File: src/rtl/usrt_tx_framer.sv
// USRT transmit framer: accepts a word over valid/ready, builds start/data/parity/stop
// framing and shifts it out LSB-first, one line bit per i_BitEn strobe.
module usrt_tx_framer #(
    parameter int DATA_W  = 8,
    parameter int FRAME_W = DATA_W + 4
) (
    input  logic               i_Pclk,
    input  logic               i_Rst_n,
    input  logic               i_BitEn,
    input  logic               i_Valid,
    output logic               o_Ready,
    input  logic [DATA_W-1:0]  i_Data,
    input  logic [1:0]         i_Parity,
    input  logic               i_TwoStop,
    output logic               o_Tx,
    output logic               o_Busy,
    output logic               o_Done,
    output logic [FRAME_W-1:0] o_Frame
);

    localparam int CNT_W = $clog2(DATA_W);
    localparam logic [CNT_W-1:0] CNT_LAST = CNT_W'(DATA_W - 1);

    typedef enum logic [2:0] {
        ST_IDLE   = 3'd0,
        ST_START  = 3'd1,
        ST_DATA   = 3'd2,
        ST_PARITY = 3'd3,
        ST_STOP1  = 3'd4,
        ST_STOP2  = 3'd5
    } state_e;

    // Parity bit for the selected mode; "none" places a 1 in the frame slot.
    function automatic logic parity_bit(input logic [DATA_W-1:0] data, input logic [1:0] mode);
        logic p;
        case (mode)
            2'b01:   p = ^data;
            2'b10:   p = ~(^data);
            2'b11:   p = 1'b1;
            default: p = 1'b1;
        endcase
        return p;
    endfunction

    state_e             state_q, state_d;
    logic [CNT_W-1:0]   cnt_q, cnt_d;
    logic [FRAME_W-1:0] frame_q, frame_d;
    logic               par_en_q, par_en_d;
    logic               two_stop_q, two_stop_d;
    logic               tx_q, tx_d;
    logic               ready_q, ready_d;
    logic               busy_q, busy_d;
    logic               done_q, done_d;
    logic [DATA_W-1:0]  data_s;

    assign data_s = frame_q[DATA_W:1];

    // State and output registers; reset forces the line high immediately.
    always_ff @(posedge i_Pclk or negedge i_Rst_n) begin
        if (!i_Rst_n) begin
            state_q    <= ST_IDLE;
            cnt_q      <= '0;
            frame_q    <= '1;
            par_en_q   <= 1'b0;
            two_stop_q <= 1'b0;
            tx_q       <= 1'b1;
            ready_q    <= 1'b1;
            busy_q     <= 1'b0;
            done_q     <= 1'b0;
        end else begin
            state_q    <= state_d;
            cnt_q      <= cnt_d;
            frame_q    <= frame_d;
            par_en_q   <= par_en_d;
            two_stop_q <= two_stop_d;
            tx_q       <= tx_d;
            ready_q    <= ready_d;
            busy_q     <= busy_d;
            done_q     <= done_d;
        end
    end

    // Next-state logic: accept in IDLE, otherwise advance one state per strobe.
    always_comb begin
        state_d    = state_q;
        cnt_d      = cnt_q;
        frame_d    = frame_q;
        par_en_d   = par_en_q;
        two_stop_d = two_stop_q;
        done_d     = 1'b0;
        case (state_q)
            ST_IDLE: begin
                if (i_Valid) begin
                    frame_d    = {1'b1, 1'b1, parity_bit(i_Data, i_Parity), i_Data, 1'b0};
                    par_en_d   = (i_Parity != 2'b00);
                    two_stop_d = i_TwoStop;
                    cnt_d      = '0;
                    state_d    = ST_START;
                end else begin
                    state_d = ST_IDLE;
                end
            end
            ST_START: begin
                if (i_BitEn) begin
                    cnt_d   = '0;
                    state_d = ST_DATA;
                end else begin
                    state_d = ST_START;
                end
            end
            ST_DATA: begin
                if (i_BitEn) begin
                    if (cnt_q == CNT_LAST) begin
                        state_d = par_en_q ? ST_PARITY : ST_STOP1;
                    end else begin
                        cnt_d = cnt_q + CNT_W'(1);
                    end
                end else begin
                    state_d = ST_DATA;
                end
            end
            ST_PARITY: begin
                if (i_BitEn) begin
                    state_d = ST_STOP1;
                end else begin
                    state_d = ST_PARITY;
                end
            end
            ST_STOP1: begin
                if (i_BitEn) begin
                    state_d = two_stop_q ? ST_STOP2 : ST_IDLE;
                    done_d  = ~two_stop_q;
                end else begin
                    state_d = ST_STOP1;
                end
            end
            ST_STOP2: begin
                if (i_BitEn) begin
                    state_d = ST_IDLE;
                    done_d  = 1'b1;
                end else begin
                    state_d = ST_STOP2;
                end
            end
            default: begin
                state_d = ST_IDLE;
            end
        endcase
    end

    // Line value for the upcoming state; START needs no frame data so accept timing is safe.
    always_comb begin
        tx_d = 1'b1;
        case (state_d)
            ST_START:  tx_d = 1'b0;
            ST_DATA:   tx_d = data_s[cnt_d];
            ST_PARITY: tx_d = frame_q[DATA_W+1];
            default:   tx_d = 1'b1;
        endcase
        ready_d = (state_d == ST_IDLE);
        busy_d  = ~ready_d;
    end

    assign o_Tx    = tx_q;
    assign o_Ready = ready_q;
    assign o_Busy  = busy_q;
    assign o_Done  = done_q;
    assign o_Frame = frame_q;

endmodule
File: config.mk
export PLATFORM = sky130hd
export DESIGN_NAME = usrt_tx_framer
export DESIGN_NICKNAME = d
export VERILOG_FILES = /design/src/rtl/usrt_tx_framer.sv
export SDC_FILE = /design/constraint.sdc
export NUM_CORES = 1
export LEC_CHECK = 0
export CORE_ASPECT_RATIO = 0.8
export CORE_MARGIN = 4
export CORE_UTILIZATION = 40
export DETAILED_ROUTE_END_ITERATION = 8
export HOLD_SLACK_MARGIN = 0.1
export MAX_ROUTING_LAYER = met4
export PLACE_DENSITY_LB_ADDON = 0.25
export SYNTH_ARGS = -nofsm -noshare
export SYNTH_HDL_FRONTEND = slang
export SYNTH_SLANG_ARGS = --single-unit
File: constraint.sdc
create_clock -name i_Pclk -period 2.5 [get_ports i_Pclk]
set_clock_uncertainty 0.15 [all_clocks]
set_input_delay 0.75 -clock i_Pclk [delete_from_list [all_inputs] [get_ports i_Pclk]]
set_output_delay 0.75 -clock i_Pclk [all_outputs]
set_load 0.02 [all_outputs]
---- Word level (Yosys, flattened, before mapping) ----
Index checks and enable logic that the tools add are counted.
storage, ports and cells
  flip-flop bits (word level) ............. 22
  bits in latches ......................... 0
  memory bits (writable) .................. 0
  memory bits (read-only) ................. 0
  input port bits ......................... 15
  output and inout bits ................... 16
  word-level logic and storage cells ...... 52
  memories ................................ 0
cells by class
  $add $sub $neg .......................... 1
  multipliers ............................. 0
  divide/modulo/power cells ............... 0
  magnitude comparators ................... 1
  eq/ne operators ......................... 11
  shifts and indexed selects .............. 0
  mux-type cells .......................... 22
  bitwise logic cells ..................... 3
  reductions and logical operators ........ 5
operators by type and width
  cell                                                                          number
  3-bit two-way mux                                                             11
  3-bit one-hot mux with 6 select lines                                         1
  3-bit by 2-bit equality test with 1-bit output, second input constant         4
  3-bit equality test, second input constant                                    3
  3-bit one-hot mux with 3 select lines                                         1
  8-bit XOR reduction                                                           1
  3-bit by 1-bit equality test with 1-bit output, second input constant         2
  3-bit zero test                                                               2
  3-bit by 4-bit less-than comparator with 1-bit output, second input constant  1
  1-bit two-way mux                                                             4
  1-bit one-hot mux with 2 select lines                                         2
  3-bit by 1-bit adder with 3-bit output, second input constant                 1
  1-bit binary-select mux with 3-bit select                                     1
  1-bit inverter                                                                3
  1-bit one-hot mux with 3 select lines                                         1
  2-bit by 1-bit equality test with 1-bit output, second input constant         1
  2-bit equality test, second input constant                                    1
  2-bit two-way mux                                                             1
  2-bit AND reduction                                                           1
  2-bit nonzero test                                                            1

---- Logic depth before layout (Yosys ltp) ----
  depth after elaboration ................. 7
  gate-level depth with buffers ........... 8
  depth with buffers taken out ............ 8

---- Worst setup path after synthesis ----
Ideal clock, no wire load.
  path type ............................... input to register
  start point ............................. in i_BitEn
  end point ............................... reg tx_q, in the netlist o_Tx
  library setup time ...................... 0.084 ns
  data arrival time ....................... 1.980 ns
  required time ........................... 2.266 ns
  path slack .............................. 0.286 ns
  stages .................................. 6
  path buffers ............................ 0
  cell sequence ........................... a21bo_2 > nand3b_1 > o21ai_2 > mux4_1 > mux2i_1 > a21oi_1
between the ends
  cells in the longest elaborated chain, start to end .. 5
  elaborated cells between the ends (all ways) .. 15
  classes of those cells .................. eq/ne (3); mux (12)
ends and longest elaborated chain
  item                                         line      source
  start: declaration                           9         input logic i_BitEn,
  3-bit two-way mux, on equally long branches  112, 104
  3-bit one-hot mux with 3 select lines *      91        case (state_q)
  via cnt_d[0]                                 46        logic [CNT_W-1:0] cnt_q, cnt_d;
  1-bit binary-select mux with 3-bit select *  156       ST_DATA: tx_d = data_s[cnt_d];
  1-bit two-way mux (implied by the code) *    156
  1-bit one-hot mux with 3 select lines *      154       case (state_d)
  via tx_d                                     50        logic tx_q, tx_d;
  end signal: assignment                       76        tx_q <= tx_d;
  end: declaration                             50
Mark *: on every way through the listed nets, which the timed path passes. The rest lies on a longest branch. The select of a mux whose other input is x is not followed.
A chain may end at the register's enable or synchronous reset.

---- Worst setup path after layout ----
  start point ............................. reg frame_q[3], in the netlist o_Frame[3]
  end point ............................... out o_Frame[3]
RTL lines
  item                      line  source
  start: declaration        47    logic [FRAME_W-1:0] frame_q, frame_d;
  start signal: assignment  73    frame_q <= frame_d;
  end: declaration          18    output logic [FRAME_W-1:0] o_Frame
No word-level cell between the ends.

==> out/metrics.yaml <==
cts.clk_slew.worst_paths_ns: 0.08
port_buffers: 28
coreArea_mm2: 0.00283
netSwitchingFraction: 0.361
startpoint: "o_Frame[3]"
ir_worst_vdd_mv: 0.719
ys_ff_latch: 22
fin_crit_ns: 2.35
final_cell_mix: "26 x clkdlybuf4s50_1, 12 x dfstp_2, 10 x dfrtp_1, 8 x mux2_2"
grt_overflow_total: 0
ys_warn_count: 0
die-height_um: 57.1
track_usage: 0.136
drtAntennaViolNets: 0
ctsHoldBuffers: 0
ys.flop_type: "dfstp_2"
yosysSeqAreaShare: 0.468
via_per_inst: 4.90
wl_met3_um: 136
finalHoldViolations: 0
power.switching_uw: 686
rsz0062_at_grt: "no"
clockRootBuffer: "clkbuf_8"
cp-start-kind: "flop"
gp_congestion: 0.829
slowest_stage: "clkdlybuf4s50_1"
route.met2.wl_um: 1190
netlist_instances: 102
grt_pass1_vias: 915
postLayoutCoreUtil: 0.565
path_delay_family: "buffers and inverters"
place_ws_ns: -0.373
crit_required_ns: 1.60
p_seq_frac: 0.376
wl_um: 2430
nNetsFinal: 156
cts_tree: "yes"
pwr-share-clk: 0.137
path_buf_inv: 1
grt_start_max_net_pins: 23
critPathArrivalTime_ns: 1.45
muxShareOfSynthArea: 0.143
leakagePower_nw: 0.666
final_area_mm2: 0.00160
grt_first_pass_wirelength_um: 4140
clk_latency_ns: 0.26
crit_fanout: 3
max_stage_delay_ns: 0.62
final_common_cell: "clkdlybuf4s50_1"
total_power_mw: 1.90
clock_path_buffers: 2
synth_fa_ha_area_frac: 0.0415
synth_xor_area_frac: 0.0508
p_int_mw: 1.21
top_layer: "met4"
p_per_area_mw_per_mm2: 1190
rows: 17
r2r_start: "state_q[1]"
hpwl_um: 1830
synthesis.area_mm2: 0.00121
finalCritPeriodShare: 0.939
routedWlPerCell_um: 14.0
htree_levels: 1
antenna_cells: 0
drt_iter0_drc: 23
pin_count: 31
status: "finished, final reports clean"
async_reset_ff_frac: 1.00
cts.sinks: 22
place_area_mm2: 0.00154
end_kind: "primary output"
worst-setup-path-type: "flop to primary output"
synthSimpleGateAreaFrac: 0.124
synth_cell_types: 40
finalMaxSlewViolations: 0
synth_compound_area_frac: 0.109
antenna_found_initial: 0
avgSynthCellArea_um2: 11.8
die_w_um: 69.4
cp_cell_sequence: "clkdlybuf4s50_1"
drt_pass1_iterations: 4
area_delta_synth_final_pct: 32.3
dieArea_mm2: 0.00397
via_count: 853
wl_met1_um: 1080
worst_slack_ns: 0.153
setup_viol: 0
power_frac_comb: 0.487
fillCellCount: 255
hold_path_class: "flop to flop"
synth_top_family_by_area: "multiplexers"
clock.fmax_mhz: 426
synth-edff-count: 0
min_from: "o_Frame[0]"
maxCapViolCount: 0
drive_gt1_frac: 0.294
drc: 0
initial_utilization: 0.427
numCtsBuffers: 3
what timing repair did:
action | 4_1_cts | 5_1_grt
gates resized for setup | 1 | 4
endpoints found under the setup margin | 1 | 1
setup buffers | 0 | 1
pin swaps | 0 | 2
cell usage after synthesis, types with 3 or more instances:
library cell  count  area (um2)
inv_1             7        26.3
mux2_2            8        90.1
o21ai_0           3        15.0
nor2_1            4        15.0
xnor2_1           7        61.3
dfrtp_1          10         250
ha_1              4        50.1
nand2_1           3        11.3
dfstp_2          12         315
a21oi_1           6        30.0
mux2i_1           3        30.0
final timing paths:
kind                       cells after the start          to  slack [ns]
min reg2reg                                    1  o_Frame[0]        0.34
max                                            1  o_Frame[3]        0.15
min                                            1  o_Frame[0]        0.34
min in group asynchronous                      2    par_en_q        0.68
max reg2reg                                    6        o_Tx        0.35
max in group asynchronous                      2        o_Tx        1.24
area by class of cell:
class                   instances  area, um2  share of cell area
multi-input cells              68        569               0.356
flip-flops and latches         22        566               0.354
repair buffers                 35        334               0.209
clock buffers                   4       55.1              0.0345
well taps                      38       47.5              0.0298
inverters                       7       26.3              0.0164
stage by stage:
| stage | TNS [ns] | hold slack (ns) | std cells |
|---|---|---|---|
| after global routing | 0 | 0.350 | 174 |
| after floorplan | 0 | 0.304 | 103 |
| final | 0 | 0.339 | 174 |
| after CTS | 0 | 0.342 | 173 |
| after detailed placement | -0.622 | 0.323 | 169 |
| after global placement | -0.448 | 0.324 | 169 |
state kept, by name (all words and copies together), names as in the netlist:
| register | cells |
|---|---|
| o_Busy | 1 |
| o_Done | 1 |
| cnt_q | 3 |
| state_q | 3 |
| o_Tx | 1 |
| par_en_q | 1 |
| o_Ready | 1 |
| o_Frame | 10 |
| two_stop_q | 1 |
kinds of logic after synthesis:
kind of cell | count (synthesis)
xor gates and xnor gates | 7
other | 1
and+or+nand+nor | 23
adders and majority gates | 4
buffers and inverters | 13
DFF | 22
AOI/OAI and AO/OA | 19
muxes | 13
power groups by stage:
stage / Combinational, mW / Clock [mW] / Sequential [mW]
4_1_cts: 0.914 / 0.268 / 0.709
3_5_place_dp: 0.909 / 0 / 0.714
2_1_floorplan: 0.516 / 0 / 0.781
6_report: 0.924 / 0.260 / 0.714
5_1_grt: 1.01 / 0.285 / 0.740
3_3_place_gp: 0.886 / 0 / 0.714
metal layers:
| metal | track usage | up-vias |
|---|---|---|
| met4 | 0.0334 | 0 |
| met2 | 0.243 | 23 |
| met3 | 0.0458 | 4 |
| li1 | - | 417 |
| met1 | 0.145 | 409 |
| met5 | - | - |
(Power assumes the default switching activity.)
